File: src/rtl/fpu_pkg.sv
// -----------------------------------------------------------------------------
// fpu_pkg
// Shared single-precision float constants, comparator opcodes and the
// scheduler state type used by fcmp_core and fcmp_sched.
// No ports (package).
// -----------------------------------------------------------------------------
package fpu_pkg;

  // IEEE-754 binary32 field widths
  localparam int FP_W  = 32;
  localparam int EXP_W = 8;
  localparam int MAN_W = 23;

  localparam logic [EXP_W-1:0] EXP_MAX = '1;

  // Comparator opcodes
  localparam logic [1:0] OP_EQ  = 2'b00;
  localparam logic [1:0] OP_LT  = 2'b01;
  localparam logic [1:0] OP_LE  = 2'b10;
  localparam logic [1:0] OP_RSV = 2'b11;

  // Result-register occupancy
  typedef enum logic {
    ST_EMPTY = 1'b0,
    ST_FULL  = 1'b1
  } sched_state_t;

  // Exponent all ones with a nonzero mantissa; infinities are not NaN.
  function automatic logic is_nan(input logic [FP_W-1:0] x);
    return (x[FP_W-2 -: EXP_W] == EXP_MAX) && (x[MAN_W-1:0] != '0);
  endfunction

endpackage

File: src/rtl/fcmp_core.sv
// -----------------------------------------------------------------------------
// fcmp_core
// Purely combinational single-precision comparator.
// Ports:
//   x1, x2 : operands (binary32)
//   op     : OP_EQ / OP_LT / OP_LE / OP_RSV
//   y      : comparison result (0 on NaN or reserved opcode)
//   inv    : either operand NaN, or reserved opcode
// -----------------------------------------------------------------------------
module fcmp_core
  import fpu_pkg::*;
(
  input  logic [FP_W-1:0] x1,
  input  logic [FP_W-1:0] x2,
  input  logic [1:0]      op,
  output logic            y,
  output logic            inv
);

  logic            w_nan;
  logic            w_both_zero;
  logic            w_s1;
  logic            w_s2;
  logic [FP_W-2:0] w_m1;
  logic [FP_W-2:0] w_m2;
  logic            w_eq;
  logic            w_lt;

  assign w_s1        = x1[FP_W-1];
  assign w_s2        = x2[FP_W-1];
  assign w_m1        = x1[FP_W-2:0];
  assign w_m2        = x2[FP_W-2:0];
  assign w_nan       = is_nan(x1) || is_nan(x2);
  assign w_both_zero = (w_m1 == '0) && (w_m2 == '0);

  always_comb begin
    // +0 and -0 are the only pair with differing bits that compare equal.
    w_eq = w_both_zero || (x1 == x2);

    // Sign-magnitude ordering; the magnitude field orders infinities correctly.
    if (w_both_zero)     w_lt = 1'b0;
    else if (w_s1 != w_s2) w_lt = w_s1;
    else if (!w_s1)      w_lt = (w_m1 < w_m2);
    else                 w_lt = (w_m1 > w_m2);

    y = 1'b0;
    case (op)
      OP_EQ:   y = w_eq;
      OP_LT:   y = w_lt;
      OP_LE:   y = w_lt || w_eq;
      default: y = 1'b0;
    endcase
    if (w_nan) y = 1'b0;

    inv = w_nan || (op == OP_RSV);
  end

endmodule

File: src/rtl/fcmp_sched.sv
// -----------------------------------------------------------------------------
// fcmp_sched
// Round-robin scheduler sharing one fcmp_core among NREQ requesters, with a
// one-deep result register (1-cycle latency, 1 op/cycle) and a saturating
// count of invalid operations.
// Ports:
//   clk, rst              : clock, synchronous active-high reset
//   req_valid/req_ready   : per-requester handshake (req_ready one-hot)
//   req_op, req_x1, req_x2: per-requester opcode and operands (packed buses)
//   rsp_valid/rsp_ready   : result handshake
//   rsp_y, rsp_id, rsp_inv: result, owning requester, invalid flag
//   inv_cnt               : saturating count of accepted invalid operations
// -----------------------------------------------------------------------------
module fcmp_sched
  import fpu_pkg::*;
#(
  parameter int NREQ  = 2,
  parameter int CNT_W = 16
) (
  input  logic                    clk,
  input  logic                    rst,
  input  logic [NREQ-1:0]         req_valid,
  output logic [NREQ-1:0]         req_ready,
  input  logic [2*NREQ-1:0]       req_op,
  input  logic [FP_W*NREQ-1:0]    req_x1,
  input  logic [FP_W*NREQ-1:0]    req_x2,
  output logic                    rsp_valid,
  input  logic                    rsp_ready,
  output logic                    rsp_y,
  output logic [$clog2(NREQ)-1:0] rsp_id,
  output logic                    rsp_inv,
  output logic [CNT_W-1:0]        inv_cnt
);

  localparam int ID_W = $clog2(NREQ);

  sched_state_t r_state;
  sched_state_t w_state_next;

  logic [ID_W-1:0]  r_ptr;
  logic             r_y;
  logic [ID_W-1:0]  r_id;
  logic             r_inv;
  logic [CNT_W-1:0] r_inv_cnt;

  logic [1:0]      w_op_arr [NREQ];
  logic [FP_W-1:0] w_x1_arr [NREQ];
  logic [FP_W-1:0] w_x2_arr [NREQ];

  logic [NREQ-1:0] w_grant;
  logic [ID_W-1:0] w_grant_idx;
  logic            w_found;
  logic            w_slot_free;
  logic            w_accept;
  logic [ID_W:0]   w_ptr_inc;
  logic [ID_W-1:0] w_ptr_next;
  logic            w_y;
  logic            w_inv;

  // Unpack the per-requester buses into arrays for indexed selection.
  for (genvar gi = 0; gi < NREQ; gi++) begin : g_unpack
    assign w_op_arr[gi] = req_op[2*gi +: 2];
    assign w_x1_arr[gi] = req_x1[FP_W*gi +: FP_W];
    assign w_x2_arr[gi] = req_x2[FP_W*gi +: FP_W];
  end

  // Round-robin: first valid requester at or after r_ptr, modulo NREQ.
  always_comb begin
    logic [ID_W:0]   w_sum;
    logic [ID_W-1:0] w_idx;
    w_grant     = '0;
    w_grant_idx = '0;
    w_found     = 1'b0;
    w_sum       = '0;
    w_idx       = '0;
    for (int k = 0; k < NREQ; k++) begin
      w_sum = {1'b0, r_ptr} + (ID_W+1)'(k);
      if (w_sum >= (ID_W+1)'(NREQ)) w_sum = w_sum - (ID_W+1)'(NREQ);
      w_idx = w_sum[ID_W-1:0];
      if (!w_found && req_valid[w_idx]) begin
        w_found        = 1'b1;
        w_grant[w_idx] = 1'b1;
        w_grant_idx    = w_idx;
      end
    end
  end

  // Reset blocks the slot so nothing is accepted on a reset edge.
  assign w_slot_free = !rst && ((r_state == ST_EMPTY) || rsp_ready);
  assign req_ready   = w_slot_free ? w_grant : '0;
  assign w_accept    = w_slot_free && w_found;

  assign w_ptr_inc  = {1'b0, w_grant_idx} + 1'b1;
  assign w_ptr_next = (w_ptr_inc == (ID_W+1)'(NREQ)) ? '0 : w_ptr_inc[ID_W-1:0];

  // Only the granted requester's operands reach the comparator.
  fcmp_core u_core (
    .x1  (w_x1_arr[w_grant_idx]),
    .x2  (w_x2_arr[w_grant_idx]),
    .op  (w_op_arr[w_grant_idx]),
    .y   (w_y),
    .inv (w_inv)
  );

  always_comb begin
    w_state_next = r_state;
    case (r_state)
      ST_EMPTY: if (w_accept) w_state_next = ST_FULL;
      ST_FULL:  if (!w_accept && rsp_ready) w_state_next = ST_EMPTY;
      default:  w_state_next = ST_EMPTY;
    endcase
  end

  always_ff @(posedge clk) begin
    if (rst) begin
      r_state   <= ST_EMPTY;
      r_ptr     <= '0;
      r_y       <= 1'b0;
      r_id      <= '0;
      r_inv     <= 1'b0;
      r_inv_cnt <= '0;
    end else begin
      r_state <= w_state_next;
      if (w_accept) begin
        r_ptr <= w_ptr_next;
        r_y   <= w_y;
        r_id  <= w_grant_idx;
        r_inv <= w_inv;
        if (w_inv && (r_inv_cnt != '1)) r_inv_cnt <= r_inv_cnt + 1'b1;
      end
    end
  end

  assign rsp_valid = (r_state == ST_FULL);
  assign rsp_y     = r_y;
  assign rsp_id    = r_id;
  assign rsp_inv   = r_inv;
  assign inv_cnt   = r_inv_cnt;

endmodule

File: config.mk
export PLATFORM = sky130hd
export DESIGN_NAME = fcmp_sched
export DESIGN_NICKNAME = d
export VERILOG_FILES = /design/src/rtl/fpu_pkg.sv /design/src/rtl/fcmp_core.sv /design/src/rtl/fcmp_sched.sv
export SDC_FILE = /design/constraint.sdc
export NUM_CORES = 1
export LEC_CHECK = 0
export BUFFER_PORTS_ARGS = -buffer_cell sky130_fd_sc_hd__buf_2
export CORE_UTILIZATION = 35
export CTS_CLUSTER_DIAMETER = 150
export CTS_CLUSTER_SIZE = 28
export DETAILED_ROUTE_END_ITERATION = 8
export HOLD_SLACK_MARGIN = 0.03
export SLEW_MARGIN = 20
export SYNTH_ARGS = -nofsm -noshare
export SYNTH_HDL_FRONTEND = slang
export SYNTH_SLANG_ARGS = --single-unit
File: constraint.sdc
create_clock -name clk -period 4.7 [get_ports clk]
set_input_delay 0.94 -clock clk [delete_from_list [all_inputs] [get_ports clk]]
set_output_delay 0.94 -clock clk [all_outputs]
set_load 0.02 [all_outputs]
==> impl_results.md <==
- Clock power share: 18.9%
- Commonest cells after routing, fill and taps aside: buf_2, nand2_1, nor4_1
- Period utilization: 80.7%
- Status: finished clean
- Post-CTS Setup Bufs: 0
- Endpoint type of the worst setup path: flip-flop
- Core area: 8680 um2
- Total negative slack: 0 ps
- Final std cells w/o fill: 691
- Most common cell after layout, fill and taps aside: buf_2
- Area growth, synth to finish: 29.5%
- DP HPWL: 9.47 mm
- Most used cell, CP: o21ai_0
- Clock skew: 1.26 ps
- CTS tree: yes
- Ant diodes: 0
- CP Launch Type: primary input
- Main synth FF type: dfxtp_1
- Clock Latency Late Sink: 270 ps
- CP required: 4900 ps
- DIE WIDTH: 96.6 um
- Cts-stage hold buffer count: 0
- DR iter-0 viols: 178
- IO Pins: 159
- Gr usage total: 23.7%
- DR WL met3: 708 um
- Number of buffers created by CTS: 3
- Placed cell area: 4010 um2
- YS warnings: 0
- Post-synth EDFFs: 0
- Post-Syn Area: 3130 um2
- Row cnt: 34
- CP max FO: 22
- WL met2: 5.22 mm
- Sw Ratio: 39.5%
- GP Congestion: 0.886
- Register-to-Register Path Depth: 12
- Syn avg cell area: 7.20 um2
- # port buffers: 158
- Slowest cell on crit path: nor2_4
- Clk sink count: 21
- Design area: 4060 um2
- Slew Viols, Final: 0
- Hold Path Stages: 2
- Max Fclk: 264 MHz
- Pleak: 2.00 nW
- DIE HEIGHT: 96.6 um
- Worst min path class: flip-flop to flip-flop
- Top sig layer: met4
- Crit path largest cell delay: 570 ps
- WL final: 11.2 mm
- Ratio of cells with drive above 1 in the final layout: 31.6%
- Final hold vios: 0
- Sw power: 257 uW
- Crit-path cells: buf_2 > nor2b_1 > nor2_4 > mux2i_1 > ha_1 > a21o_1 > a221o_1 > a221oi_1 > o21ai_0 > a21oi_1 > o2111ai_1 > a31o_2 > o21ai_0
- Final setup fails: 0
- Fillers: 954
- DIE AREA: 9330 um2
- Clk Tree Root Cell: clkbuf_8
- Clk slew on worst S/H paths: 80 ps
- Clk buf depth: 2
- First-pass GRT wire length: 18.6 mm
- Seq cells post-synth: 21
- Initial antenna violation count: 0
- Vias in the first global route: 3906
- DRT Pass-1 Iters: 4
- Initial Utilization: 36.1%
- CP arrival: 3990 ps
- Met1 WL: 5.10 mm
- Vias: 3950
- Largest net degree at the start of global routing: 44
- Least-Margin Pin Slew: 770 ps
- Wire per inst: 16.3 um
- Slew headroom: 48.7%
- Placed cells: 687
- Distinct cells, synth: 56
- Flop pwr share: 28.4%
- Drt drc: 0
- RSZ-0062 raised after global routing: no
- H-tree lvl count: 1
- DR vias/cell: 5.72
- Pint: 393 uW
- Final Critical Period: 3790 ps
- Routed Antenna Nets: 0
- Sequential fraction of the synthesis area: 13.4%
- # nets final: 746
- Synthesized instance count: 435
- Hold slack: 455 ps
- Comb power frac: 52.6%
- Syn_nets: 597
- Max Cap Viol: 0
- Crit Path Class: primary input to flip-flop
- Maximum vdd drop: 91.6 uV
- Share of flip-flops with an asynchronous set or reset: 0%
- Post_cts resized: 0
- Power per cell area: 160 nW/um2
- GRT overflow: 0
## Yosys cell counts (2+ instances only)
master / n / share of area [%]
a211oi_1: 4 / 0.96
a21boi_0: 4 / 0.96
a21boi_1: 4 / 0.96
a21o_1: 9 / 2.2
a21oi_1: 17 / 2.7
a221oi_1: 3 / 0.84
a31oi_1: 3 / 0.60
and2_1: 2 / 0.40
and3_1: 12 / 2.4
buf_1: 3 / 0.36
buf_2: 5 / 0.80
buf_6: 3 / 1.1
clkbuf_1: 6 / 0.72
dfxtp_1: 21 / 13
ha_1: 25 / 10
inv_1: 14 / 1.7
maj3_1: 6 / 1.9
mux2_1: 4 / 1.4
mux2_2: 3 / 1.1
mux2i_1: 29 / 9.3
nand2_1: 71 / 8.5
nand2b_1: 5 / 1.0
nand3_1: 11 / 1.8
nand4_1: 13 / 2.6
nand4b_1: 2 / 0.56
nor2_1: 24 / 2.9
nor2b_1: 7 / 1.4
nor3_1: 13 / 2.1
nor4_1: 34 / 6.8
nor4b_1: 2 / 0.56
o2111ai_1: 2 / 0.56
o211ai_1: 3 / 0.72
o21ai_0: 15 / 2.4
o22ai_1: 4 / 0.80
o311ai_0: 3 / 0.84
o31ai_1: 3 / 0.72
o41ai_1: 3 / 0.84
or2_2: 9 / 1.8
or3_1: 2 / 0.40
or4_1: 3 / 0.72
xnor2_1: 4 / 1.1
xor2_1: 11 / 3.1
## layout make-up
class | instances | area (um2) | area share [%]
tap | 108 | 135 | 3.33
multi-input combinational | 383 | 2580 | 63.5
clock inverter | 1 | 5.00 | 0.123
inverter | 14 | 52.6 | 1.30
clock buffer | 3 | 41.3 | 1.02
sequential | 21 | 420 | 10.4
timing repair buffer | 161 | 826 | 20.4
## power by group through the flow
| stage | Clock [mW] | Sequential [mW] | Combinational [mW] |
|---|---|---|---|
| 6_report | 0.123 | 0.185 | 0.342 |
| 5_1_grt | 0.135 | 0.186 | 0.380 |
| 4_1_cts | 0.127 | 0.185 | 0.340 |
| 3_5_place_dp | 0 | 0.189 | 0.338 |
| 3_3_place_gp | 0 | 0.189 | 0.338 |
| 2_1_floorplan | 0 | 0.193 | 0.199 |
## path summary, 6_finish.rpt
check | start | endpoint | slack (ps)
setup reg to reg | r_ptr$_SDFFE_PP0P_ | rsp_y$_SDFFE_PP0P_ | 1400
hold / removal | rsp_inv$_SDFFE_PP0P_ | rsp_inv$_SDFFE_PP0P_ | 460
hold reg to reg | rsp_inv$_SDFFE_PP0P_ | rsp_inv$_SDFFE_PP0P_ | 460
setup / recovery | req_valid[0] | rsp_y$_SDFFE_PP0P_ | 910
## worst max-delay path, delay by kind of cell
family | cells | cell delay, ps
buffers and inverters | 1 | 130
multiplexers | 1 | 270
adder cells (fa/ha/maj) | 1 | 260
AND/OR/NAND/NOR | 2 | 740
AO/OA/AOI/OAI | 8 | 1630
## kinds of logic (layout without fill, tap and decap cells)
family,count (synthesis),after routing,share of synthesized area [%]
compound gates,85,85,18.3
xor+xnor,15,15,4.19
fa+ha+maj,31,31,11.9
buf+inv,31,179,4.63
flops,21,21,13.4
mux,36,36,11.8
simple gates,216,216,35.7
## metal layers
metal | up-vias | track usage, %
li1 | 1941 | -
met1 | 1846 | 31.0
met2 | 142 | 40.4
met3 | 21 | 4.34
met4 | 0 | 5.28
met5 | - | 0
## state kept, by name (all words and copies together), names as in the netlist
| register | flops |
|---|---|
| rsp_valid | 1 |
| r_ptr | 1 |
| rsp_id | 1 |
| rsp_inv | 1 |
| inv_cnt | 16 |
| rsp_y | 1 |
## per-stage QoR
step                power, mW  setup WS, ps  util [%]
floorplan               0.392           810         -
finish                  0.650           907      46.8
global route            0.700           586      46.8
CTS                     0.653           956      46.7
global placement        0.527           742      46.2
detailed placement      0.528           684      46.2
No activity file was read; power rests on OpenSTA's default activity.
